## src/rtl/clk_sup_pkg.sv

```systemverilog
// Shared definitions for the clock-generator supervisor: FSM encoding, generator
// configuration defaults and a saturating counter helper.
package clk_sup_pkg;

  localparam logic [2:0] StIdle     = 3'd0;
  localparam logic [2:0] StWaitLock = 3'd1;
  localparam logic [2:0] StMeasure  = 3'd2;
  localparam logic [2:0] StRun      = 3'd3;
  localparam logic [2:0] StDcmReset = 3'd4;

  // 1 ms windows at 48 MHz; toggle is the generated clock divided by 2 (12 MHz) or 8 (40 MHz).
  localparam int unsigned GateCycles12 = 48000;
  localparam int unsigned ExpMin12     = 5900;
  localparam int unsigned ExpMax12     = 6100;
  localparam int unsigned GateCycles40 = 48000;
  localparam int unsigned ExpMin40     = 4900;
  localparam int unsigned ExpMax40     = 5100;

  typedef struct packed {
    logic [31:0] gate_cycles;
    logic [31:0] exp_min;
    logic [31:0] exp_max;
  } gen_cfg_t;

  function automatic logic [7:0] sat_inc8(input logic [7:0] v);
    return (v == 8'hff) ? v : v + 8'd1;
  endfunction

endpackage

```

## src/rtl/clk_sup_freq_meter.sv

```systemverilog
// Synchronises the monitored-clock toggle and DCM lock, and counts toggle edges over a
// fixed gate window of bus-clock cycles.
module clk_sup_freq_meter
  import clk_sup_pkg::*;
#(
  parameter int unsigned GATE_CYCLES = GateCycles12,
  parameter int unsigned CNT_WIDTH   = 16,
  parameter int unsigned EXP_MIN     = ExpMin12,
  parameter int unsigned EXP_MAX     = ExpMax12
) (
  input  logic                 clk_i,
  input  logic                 rst_ni,
  input  logic                 gate_run_i,
  input  logic                 gate_clr_i,
  input  logic                 toggle_i,
  input  logic                 locked_i,
  output logic                 lock_o,
  output logic                 window_end_o,
  output logic                 in_range_o,
  output logic [CNT_WIDTH-1:0] freq_count_o,
  output logic                 count_valid_o
);

  localparam int unsigned GateW = (GATE_CYCLES > 1) ? $clog2(GATE_CYCLES) : 1;

  logic [2:0]           tog_q;
  logic [1:0]           lock_q;
  logic [GateW-1:0]     gate_q, gate_d;
  logic [CNT_WIDTH-1:0] edge_cnt_q, edge_cnt_d;
  logic [CNT_WIDTH-1:0] freq_q, freq_d;
  logic                 valid_q, valid_d;
  logic                 edge_det;
  logic [CNT_WIDTH:0]   sum;
  logic [CNT_WIDTH-1:0] win_cnt;

  assign edge_det     = tog_q[1] ^ tog_q[2];
  assign lock_o       = lock_q[1];
  assign window_end_o = gate_run_i && !gate_clr_i && (gate_q == GateW'(GATE_CYCLES - 1));

  // Running count including this cycle's edge, clamped at all-ones.
  assign sum     = {1'b0, edge_cnt_q} + {{CNT_WIDTH{1'b0}}, edge_det};
  assign win_cnt = sum[CNT_WIDTH] ? {CNT_WIDTH{1'b1}} : sum[CNT_WIDTH-1:0];

  assign in_range_o = (32'(win_cnt) >= EXP_MIN) && (32'(win_cnt) <= EXP_MAX);

  always_comb begin
    gate_d     = gate_q;
    edge_cnt_d = edge_cnt_q;
    freq_d     = freq_q;
    valid_d    = 1'b0;
    if (!gate_run_i || gate_clr_i) begin
      gate_d     = '0;
      edge_cnt_d = '0;
    end else if (window_end_o) begin
      gate_d     = '0;
      edge_cnt_d = '0;
      freq_d     = win_cnt;
      valid_d    = 1'b1;
    end else begin
      gate_d     = gate_q + GateW'(1);
      edge_cnt_d = win_cnt;
    end
  end

  always_ff @(posedge clk_i) begin
    if (!rst_ni) begin
      tog_q      <= '0;
      lock_q     <= '0;
      gate_q     <= '0;
      edge_cnt_q <= '0;
      freq_q     <= '0;
      valid_q    <= 1'b0;
    end else begin
      tog_q      <= {tog_q[1:0], toggle_i};
      lock_q     <= {lock_q[0], locked_i};
      gate_q     <= gate_d;
      edge_cnt_q <= edge_cnt_d;
      freq_q     <= freq_d;
      valid_q    <= valid_d;
    end
  end

  assign freq_count_o  = freq_q;
  assign count_valid_o = valid_q;

endmodule

```

## src/rtl/clk_gen_supervisor.sv

```systemverilog
// Supervises a DCM clock generator: waits for lock, qualifies the generated frequency over
// several windows before releasing downstream reset, and pulses the DCM reset on faults.
module clk_gen_supervisor
  import clk_sup_pkg::*;
#(
  parameter int unsigned GATE_CYCLES    = GateCycles12,
  parameter int unsigned CNT_WIDTH      = 16,
  parameter int unsigned EXP_MIN        = ExpMin12,
  parameter int unsigned EXP_MAX        = ExpMax12,
  parameter int unsigned STABLE_WINDOWS = 4,
  parameter int unsigned RST_PULSE      = 16
) (
  input  logic                 BUS_CLK,
  input  logic                 BUS_RST_N,
  input  logic                 ENABLE,
  input  logic                 TOGGLE_IN,
  input  logic                 LOCKED_IN,
  input  logic                 CLEAR_FAULT,
  output logic                 DCM_RST_OUT,
  output logic                 RST_OUT,
  output logic                 FREQ_OK,
  output logic                 FAULT,
  output logic [7:0]           FAULT_CNT,
  output logic [CNT_WIDTH-1:0] FREQ_COUNT,
  output logic                 COUNT_VALID
);

  localparam int unsigned GoodW  = $clog2(STABLE_WINDOWS + 1);
  localparam int unsigned PulseW = $clog2(RST_PULSE + 1);

  logic [2:0]        state_q, state_d;
  logic [GoodW-1:0]  good_q, good_d;
  logic [PulseW-1:0] pulse_q, pulse_d;
  logic              fault_q, fault_d;
  logic [7:0]        fault_cnt_q, fault_cnt_d;
  logic              rst_out_q, dcm_rst_q, freq_ok_q;
  logic              lock, window_end, in_range, gate_run, gate_clr;

  assign gate_run = (state_q != StIdle) && (state_q != StDcmReset);
  assign gate_clr = (state_q == StWaitLock) && lock;

  clk_sup_freq_meter #(
    .GATE_CYCLES (GATE_CYCLES),
    .CNT_WIDTH   (CNT_WIDTH),
    .EXP_MIN     (EXP_MIN),
    .EXP_MAX     (EXP_MAX)
  ) u_freq_meter (
    .clk_i         (BUS_CLK),
    .rst_ni        (BUS_RST_N),
    .gate_run_i    (gate_run),
    .gate_clr_i    (gate_clr),
    .toggle_i      (TOGGLE_IN),
    .locked_i      (LOCKED_IN),
    .lock_o        (lock),
    .window_end_o  (window_end),
    .in_range_o    (in_range),
    .freq_count_o  (FREQ_COUNT),
    .count_valid_o (COUNT_VALID)
  );

  always_comb begin
    state_d     = state_q;
    good_d      = good_q;
    pulse_d     = '0;
    fault_d     = fault_q;
    fault_cnt_d = fault_cnt_q;
    if (!ENABLE) begin
      state_d = StIdle;
    end else begin
      case (state_q)
        StIdle: state_d = StWaitLock;
        StWaitLock: begin
          if (lock) begin
            state_d = StMeasure;
            good_d  = '0;
          end else if (window_end) begin
            state_d = StDcmReset;
          end
        end
        StMeasure: begin
          // Lock loss wins over a coincident window end.
          if (!lock) begin
            state_d = StDcmReset;
          end else if (window_end) begin
            if (in_range) begin
              good_d = good_q + GoodW'(1);
              if (good_d == GoodW'(STABLE_WINDOWS)) state_d = StRun;
            end else begin
              state_d = StDcmReset;
            end
          end
        end
        StRun: begin
          if (!lock || (window_end && !in_range)) state_d = StDcmReset;
        end
        StDcmReset: begin
          if (pulse_q == PulseW'(RST_PULSE - 1)) state_d = StWaitLock;
          else pulse_d = pulse_q + PulseW'(1);
        end
        default: state_d = StIdle;
      endcase
    end

    if ((state_d == StDcmReset) && (state_q != StDcmReset)) fault_cnt_d = sat_inc8(fault_cnt_q);
    if (CLEAR_FAULT) fault_d = 1'b0;
    if ((state_q == StRun) && (state_d == StDcmReset)) fault_d = 1'b1;
  end

  always_ff @(posedge BUS_CLK) begin
    if (!BUS_RST_N) begin
      state_q     <= StIdle;
      good_q      <= '0;
      pulse_q     <= '0;
      fault_q     <= 1'b0;
      fault_cnt_q <= '0;
      rst_out_q   <= 1'b1;
      dcm_rst_q   <= 1'b0;
      freq_ok_q   <= 1'b0;
    end else begin
      state_q     <= state_d;
      good_q      <= good_d;
      pulse_q     <= pulse_d;
      fault_q     <= fault_d;
      fault_cnt_q <= fault_cnt_d;
      rst_out_q   <= (state_d != StRun);
      dcm_rst_q   <= (state_d == StDcmReset);
      freq_ok_q   <= (state_d == StRun);
    end
  end

  assign DCM_RST_OUT = dcm_rst_q;
  assign RST_OUT     = rst_out_q;
  assign FREQ_OK     = freq_ok_q;
  assign FAULT       = fault_q;
  assign FAULT_CNT   = fault_cnt_q;

endmodule

```

## config.mk

```make
export PLATFORM = sky130hd
export DESIGN_NAME = clk_gen_supervisor
export DESIGN_NICKNAME = d
export VERILOG_FILES = /design/src/rtl/clk_sup_pkg.sv /design/src/rtl/clk_sup_freq_meter.sv /design/src/rtl/clk_gen_supervisor.sv
export SDC_FILE = /design/constraint.sdc
export NUM_CORES = 1
export LEC_CHECK = 0
export CORE_MARGIN = 2
export CORE_UTILIZATION = 49
export DETAILED_ROUTE_END_ITERATION = 8
export PLACE_DENSITY = 0.72
export REMOVE_ABC_BUFFERS = 1
export SLEW_MARGIN = 20
export SYNTH_ARGS = -nofsm -noshare
export SYNTH_HDL_FRONTEND = slang
export SYNTH_HIERARCHICAL = 1
export SYNTH_SLANG_ARGS = --single-unit
```

## constraint.sdc

```tcl
create_clock -name BUS_CLK -period 3.5 [get_ports BUS_CLK]
set_input_delay 1.05 -clock BUS_CLK [delete_from_list [all_inputs] [get_ports BUS_CLK]]
set_output_delay 1.05 -clock BUS_CLK [all_outputs]
set_load 0.005 [all_outputs]
```

## Yosys cells after proc, flatten, opt, wreduce, memory -nomap -nowiden

Cells that the tools add are included.

- Register bits: 77
- Bits of input ports: 6
- Output and inout bits: 29
- Logic and storage cells: 86

- Add/sub/neg operators: 5
- Order comparisons: 2
- Equal/unequal tests: 16
- Muxes and demuxes: 19
- Bitwise gates (word level): 6
- Reductions and logical operators: 24

Operators with widths:

| operator | number |
|---|---|
| $mux 3 | 13 |
| $add 16x1->17 | 1 |
| $add 16x1->16 const B | 1 |
| $eq 16x16->1 const B | 1 |
| $ge 16x13->1 const B | 1 |
| $le 16x13->1 const B | 1 |
| $mux 16 | 1 |
| $pmux 3 s5 | 1 |
| $eq 3x2->1 const B | 3 |
| $eq 3x3->1 const B | 3 |
| $add 8x1->8 const B | 1 |
| $eq 8x8->1 const B | 1 |
| $logic_and 1x1->1 | 8 |
| $pmux 3 s2 | 1 |
| $reduce_and 6->1 | 1 |
| $add 5x1->5 const B | 1 |
| $eq 5x4->1 const B | 1 |
| $not 1->1 | 5 |
| $logic_not 1->1 | 4 |
| $ne 2x1->1 const B | 2 |
| $ne 2x2->1 const B | 2 |
| $reduce_and 2->1 | 2 |
| $reduce_bool 2->1 | 2 |
| $reduce_or 4->1 | 1 |
| other kinds (11) | 14 |

## Logic depth before layout (Yosys ltp)

Gate-level depths: netlist of the first run.

- Depth in word-level cells: 14
- Depth in mapped cells: 16

## Cells and area by module

The synthesis of the first run kept the hierarchy.

Modules (own cells, without submodules):

| module | instances | cells each | area an instance (um2) | sequential area each (um2) |
|---|---|---|---|---|
| clk_sup_freq_meter | 1 | 292 | 2528.7 | 1081.0 |
| clk_gen_supervisor | 1 | 124 | 1062.3 | 460.4 |

## Least setup slack after synthesis of the first run

No wires, ideal clock.

- Kind: flip-flop to flip-flop
- From: register u_freq_meter.tog_q[1]
- To: register good_q[0]
- Arrival time: 3368 ps
- Required time: 3372 ps
- Path slack: 4 ps
- Stages on the path, launching flop included: 15
- Period minus slack after synthesis: 3496 ps
- Cells stage by stage: dfxtp_1 xor2_1 ha_1 ha_1 buf_2 nand4_2 buf_6 nor4b_1 nor3_1 or4_1 nor4_1 nand4b_1 a211oi_1 mux2i_1 nor2_1

- Longest elaborated chain between the ends: 7

Ends and longest elaborated chain:

| what | RTL line | source |
|---|---|---|
| start: declaration | clk_sup_freq_meter.sv:26 | `logic [2:0] tog_q;` |
| start signal: assignment | clk_sup_freq_meter.sv:74 | `tog_q <= {tog_q[1:0], toggle_i};` |
| $xor 1x1->1 (*) | clk_sup_freq_meter.sv:36 | `assign edge_det = tog_q[1] ^ tog_q[2];` |
| $add 16x1->17 (*) | clk_sup_freq_meter.sv:41 | `assign sum = {1'b0, edge_cnt_q} + {{CNT_WIDTH{1'b0}}, edge_det};` |
| $mux 16 (*) | clk_sup_freq_meter.sv:42 | `assign win_cnt = sum[CNT_WIDTH] ? {CNT_WIDTH{1'b1}} : sum[CNT_WIDTH-1:0];` |
| $ge 16x13->1 / $le 16x13->1 (equally long branches) | clk_sup_freq_meter.sv:44 | `assign in_range_o = (32'(win_cnt) >= EXP_MIN) && (32'(win_cnt) <= EXP_MAX);` |
| $logic_and 1x1->1 (*) | clk_sup_freq_meter.sv:44 |  |
| net in_range | clk_gen_supervisor.sv:37 | `logic lock, window_end, in_range, gate_run, gate_clr;` |
| $ne 2x2->1 (no line) (*) | n/a |  |
| $reduce_and 6->1 (no line) (*) | n/a |  |
| end signal: assignment | clk_gen_supervisor.sv:121 | `good_q <= good_d;` |
| end: declaration | clk_gen_supervisor.sv:32 | `logic [GoodW-1:0] good_q, good_d;` |

The timed path passes the listed nets; every way through them passes the cells marked *.
A chain may end at the register's enable or synchronous reset.

## Worst setup path after layout of the first run

- From: register u_freq_meter.tog_q[1]
- To: register fault_cnt_q[7] (netlist: FAULT_CNT[7])

- Longest elaborated chain between the ends: 14

Ends and longest elaborated chain:

| what | RTL line | source |
|---|---|---|
| $xor 1x1->1 (*) | clk_sup_freq_meter.sv:36 |  |
| $add 16x1->17 (*) | clk_sup_freq_meter.sv:41 |  |
| $mux 16 (*) | clk_sup_freq_meter.sv:42 |  |
| $ge 16x13->1 / $le 16x13->1 (equally long branches) | clk_sup_freq_meter.sv:44 |  |
| $logic_and 1x1->1 (*) | clk_sup_freq_meter.sv:44 |  |
| net in_range | clk_gen_supervisor.sv:37 |  |
| $logic_not 1->1 | clk_gen_supervisor.sv:94 | `if (!lock \|\| (window_end && !in_range)) state_d = StDcmReset;` |
| $logic_and 1x1->1 | clk_gen_supervisor.sv:94 |  |
| $logic_or 1x1->1 | clk_gen_supervisor.sv:94 |  |
| $mux 3 | clk_gen_supervisor.sv:94 |  |
| $pmux 3 s5 (*) | clk_gen_supervisor.sv:70 | `case (state_q)` |
| $mux 3 (*) | clk_gen_supervisor.sv:67 | `if (!ENABLE) begin` |
| $eq 3x3->1 (*) | clk_gen_supervisor.sv:104 | `if ((state_d == StDcmReset) && (state_q != StDcmReset)) fault_cnt_d = sat_inc8(fault_cnt_q);` |
| $logic_and 1x1->1 (*) | clk_gen_supervisor.sv:104 |  |
| $reduce_and 2->1 (no line) (*) | n/a |  |
| end signal: assignment | clk_gen_supervisor.sv:124 | `fault_cnt_q <= fault_cnt_d;` |
| end: declaration | clk_gen_supervisor.sv:35 | `logic [7:0] fault_cnt_q, fault_cnt_d;` |

Marks and branches as above.

==> results of run 1 <==
registers in the layout, summed over array words and instances, names as in the netlist:
| signal | flops |
|---|---|
| u_freq_meter/count_valid_o | 1 |
| state_q | 3 |
| good_q | 3 |
| FAULT_CNT | 8 |
| RST_OUT | 1 |
| FREQ_OK | 1 |
| FAULT | 1 |
| u_freq_meter/freq_count_o | 16 |
| u_freq_meter/lock_q | 2 |
| DCM_RST_OUT | 1 |
| u_freq_meter/gate_q | 16 |
| pulse_q | 5 |
| u_freq_meter/tog_q | 3 |
| u_freq_meter/edge_cnt_q | 16 |
synthesized netlist by cell type (8+ instances only):
cell type | n | area share [%]
o21ai_0 | 15 | 2.1
nand3_1 | 20 | 2.8
xor2_1 | 12 | 2.9
dfxtp_1 | 77 | 43
nor3_1 | 8 | 1.1
nand2b_1 | 9 | 1.6
nor2_1 | 68 | 7.1
a21oi_1 | 23 | 3.2
ha_1 | 8 | 2.8
inv_1 | 19 | 2.0
xnor2_1 | 13 | 3.2
nand2_1 | 23 | 2.4
logic make-up (layout without fill, tap and decap cells):
family	after synthesis	in the layout	share of synthesized area, %
AO/OA/AOI/OAI	75	76	13.8
AND/OR/NAND/NOR	188	188	27.6
flip-flops	77	77	42.9
buffers and inverters	38	107	5.37
XOR/XNOR	25	25	6.10
multiplexers	5	5	1.39
adder cells (fa/ha/maj)	8	8	2.79
path summary, 6_finish.rpt:
path / slack (ns) / cells past startpoint / from / endpoint
worst max-delay path: -0.01 / 14 / u_freq_meter/tog_q[1] / FAULT_CNT[7]
worst min-delay path: 0.45 / 1 / pulse_q[0] / pulse_q[0]
worst max register to register: -0.01 / 14 / u_freq_meter/tog_q[1] / FAULT_CNT[7]
worst min register to register: 0.45 / 1 / pulse_q[0] / pulse_q[0]
metal layers:
metal  global-route usage (%)  share of wire, %  vias up  routed length [µm]
met3                     5.39               3.6       16                 316
li1                         -                 -     1599                   -
met1                     28.8                45     1511                3940
met4                     8.55               2.0        0                 172
met5                        0                 0        -                   0
met2                     35.6                49       62                4320
per-stage QoR:
stage / cells / worst slack, ns / TNS, ns
global route: 585 / -0.132 / -0.999
CTS: 577 / 0.0216 / 0
detailed placement: 560 / -0.329 / -2.95
finish: 585 / -0.0127 / -0.0127
floorplan: 397 / -0.0409 / -0.110
global placement: 560 / -0.160 / -1.16
layout make-up:
type                            count  share of cell area, %
Clock buffer                       11                   3.24
Clock inverter                      5                   1.74
Inverter                           19                   1.52
Multi-Input combinational cell    302                   44.1
Sequential cell                    77                   33.0
Tap cell                           99                   2.65
Timing Repair Buffer               72                   13.7
where the power goes:
part	switching, W	internal, W
Sequential	0.00000415	0.000879
Combinational	0.0000235	0.0000154
Clock	0.000333	0.000442
layout by cell type (no fill, tap or decap), types with 7 or more instances in the layout:
cell type / count
inv_1: 19
o21ai_0: 12
a21oi_1: 21
nand2_1: 23
nand4_1: 7
xnor2_1: 12
xor2_1: 12
nand3_1: 20
dfxtp_1: 75
buf_4: 36
nor2_1: 68
clkdlybuf4s50_1: 34
nand2b_1: 8
clkbuf_8: 11
worst max-delay path: stages (launching register included):
cell      delay [ns]
dfxtp_2         0.35
xor2_1          0.17
ha_2            0.25
ha_4            0.18
buf_4           0.16
and4_2          0.30
o311ai_0        0.14
o21ai_1         0.30
and4_4          0.30
nor4_4          0.06
nand2b_4        0.16
a21oi_4         0.23
o221ai_4        0.19
or4_4           0.52
a21oi_1         0.15
timing repair:
item | 4_1_cts | 5_1_grt
pin swaps | 4 | 12
setup buffers | 0 | 8
gates resized for setup | 10 | 26
hold endpoints to repair | 0 | 0
cloned | 1 | 0
endpoints found under the setup margin | 12 | 16
==> out/summary.txt, run 1 <==
Sequential area share after synthesis -> 42.9%
Vias -> 3,188
Hold Path Class -> flip-flop to flip-flop
CP Capture Type -> flip-flop
Max transition margin -> 63.1%
Post-synthesis cell area -> 3590 µm²
Wirelength per Cell -> 15.0 µm
Mapped Cells -> 416
Max IR drop VDD -> 0.197 mV
Post-synth ARST share -> 0%
Die footprint -> 8030 µm²
Netlist cell types -> 56
DR pass1 iterations -> 4
Multi-input gate area in the final layout -> 2070 µm²
Dpl hpwl -> 5780 µm
CP required -> 3.79 ns
Initial antenna violation count -> 0
Iter 0 DRT Violations -> 200
Fmax -> 285 MHz
Max cap viols -> 0
GPL Wtd Cong -> 0.881
Crit Path Category -> flip-flop to flip-flop
Post-Layout Inst Area -> 4680 µm²
Largest net degree at the start of global routing -> 23
Fill cell total of the finished layout -> 593
Count of state elements after synthesis -> 77
I/O pin cnt -> 35
Core area -> 7180 µm²
Layout area overhead -> 30.3%
Worst slew pin tran -> 0.553 ns
Critical path launch point type -> flip-flop
Worst hold margin -> 0.447 ns
Vias in the first global route -> 2,954
Final net count -> 495
# DRC -> 0
Final hold vios -> 0
Clk root buf -> clkbuf_8
Row cnt -> 31
Final ANT Viol Nets -> 0
Worst clock skew -> 0.0106 ns
Critical path arrival -> 3.80 ns
Seq. cell area -> 1540 µm²
Reg clk slew, reported paths -> 0.08 ns
RSZ-0062 raised after global routing -> true
Clock buffer depth -> 2
Critical Path Fanout Max -> 8
Total power draw -> 0.00170 W
DP Area -> 4160 µm²
Fin crit period -> 3.51 ns
Final Worst Setup Slack -> -0.0127 ns
Status -> finished, violations left
Syn_area_per_cell -> 8.63 µm²
Failing checks -> setup timing
GRT Residual Overflow -> 0
Finished Core Util -> 65.2%
Final Max Tran Viols -> 0
I/O Buffers -> 34
EDFF count, synth -> 0
Layout cells sized above 1 -> 19.3%
Die width -> 89.6 µm
Die height -> 89.6 µm
Most used DFF post-synth -> dfxtp_1
Clock sink count -> 77
Htree depth -> 3
CTS Hold Bufs -> 0
Pleak -> 1.60 nW
Total global-route track usage -> 22.2%
TritonCTS clock tree -> built
First-pass GRT wire length -> 13,700 µm
Synth warn -> 6
Num CTS Buffers -> 9
Setup violators final -> 1
ANT cells -> 0
Via density -> 5.45
DRT Wirelength -> 8750 µm
Initial core utilization -> 50.0%
Power Density -> 363 nW/µm²
Worst-Skew Late Latency -> 0.35 ns
Period Utilization, post-route -> 100%
(Power assumes the default switching activity.)
==> run 2, diff against run 1 <==
- HOLD_SLACK_MARGIN: default -> 0.03
==> results of run 2 <==
Same layout as run 1: the final DEF is identical, and so are final timing and power.
==> run 3, diff against run 2 <==
- CTS_CLUSTER_DIAMETER: default -> 200
==> results of run 3 <==
Same layout as run 1: the final DEF is identical, and so are final timing and power.
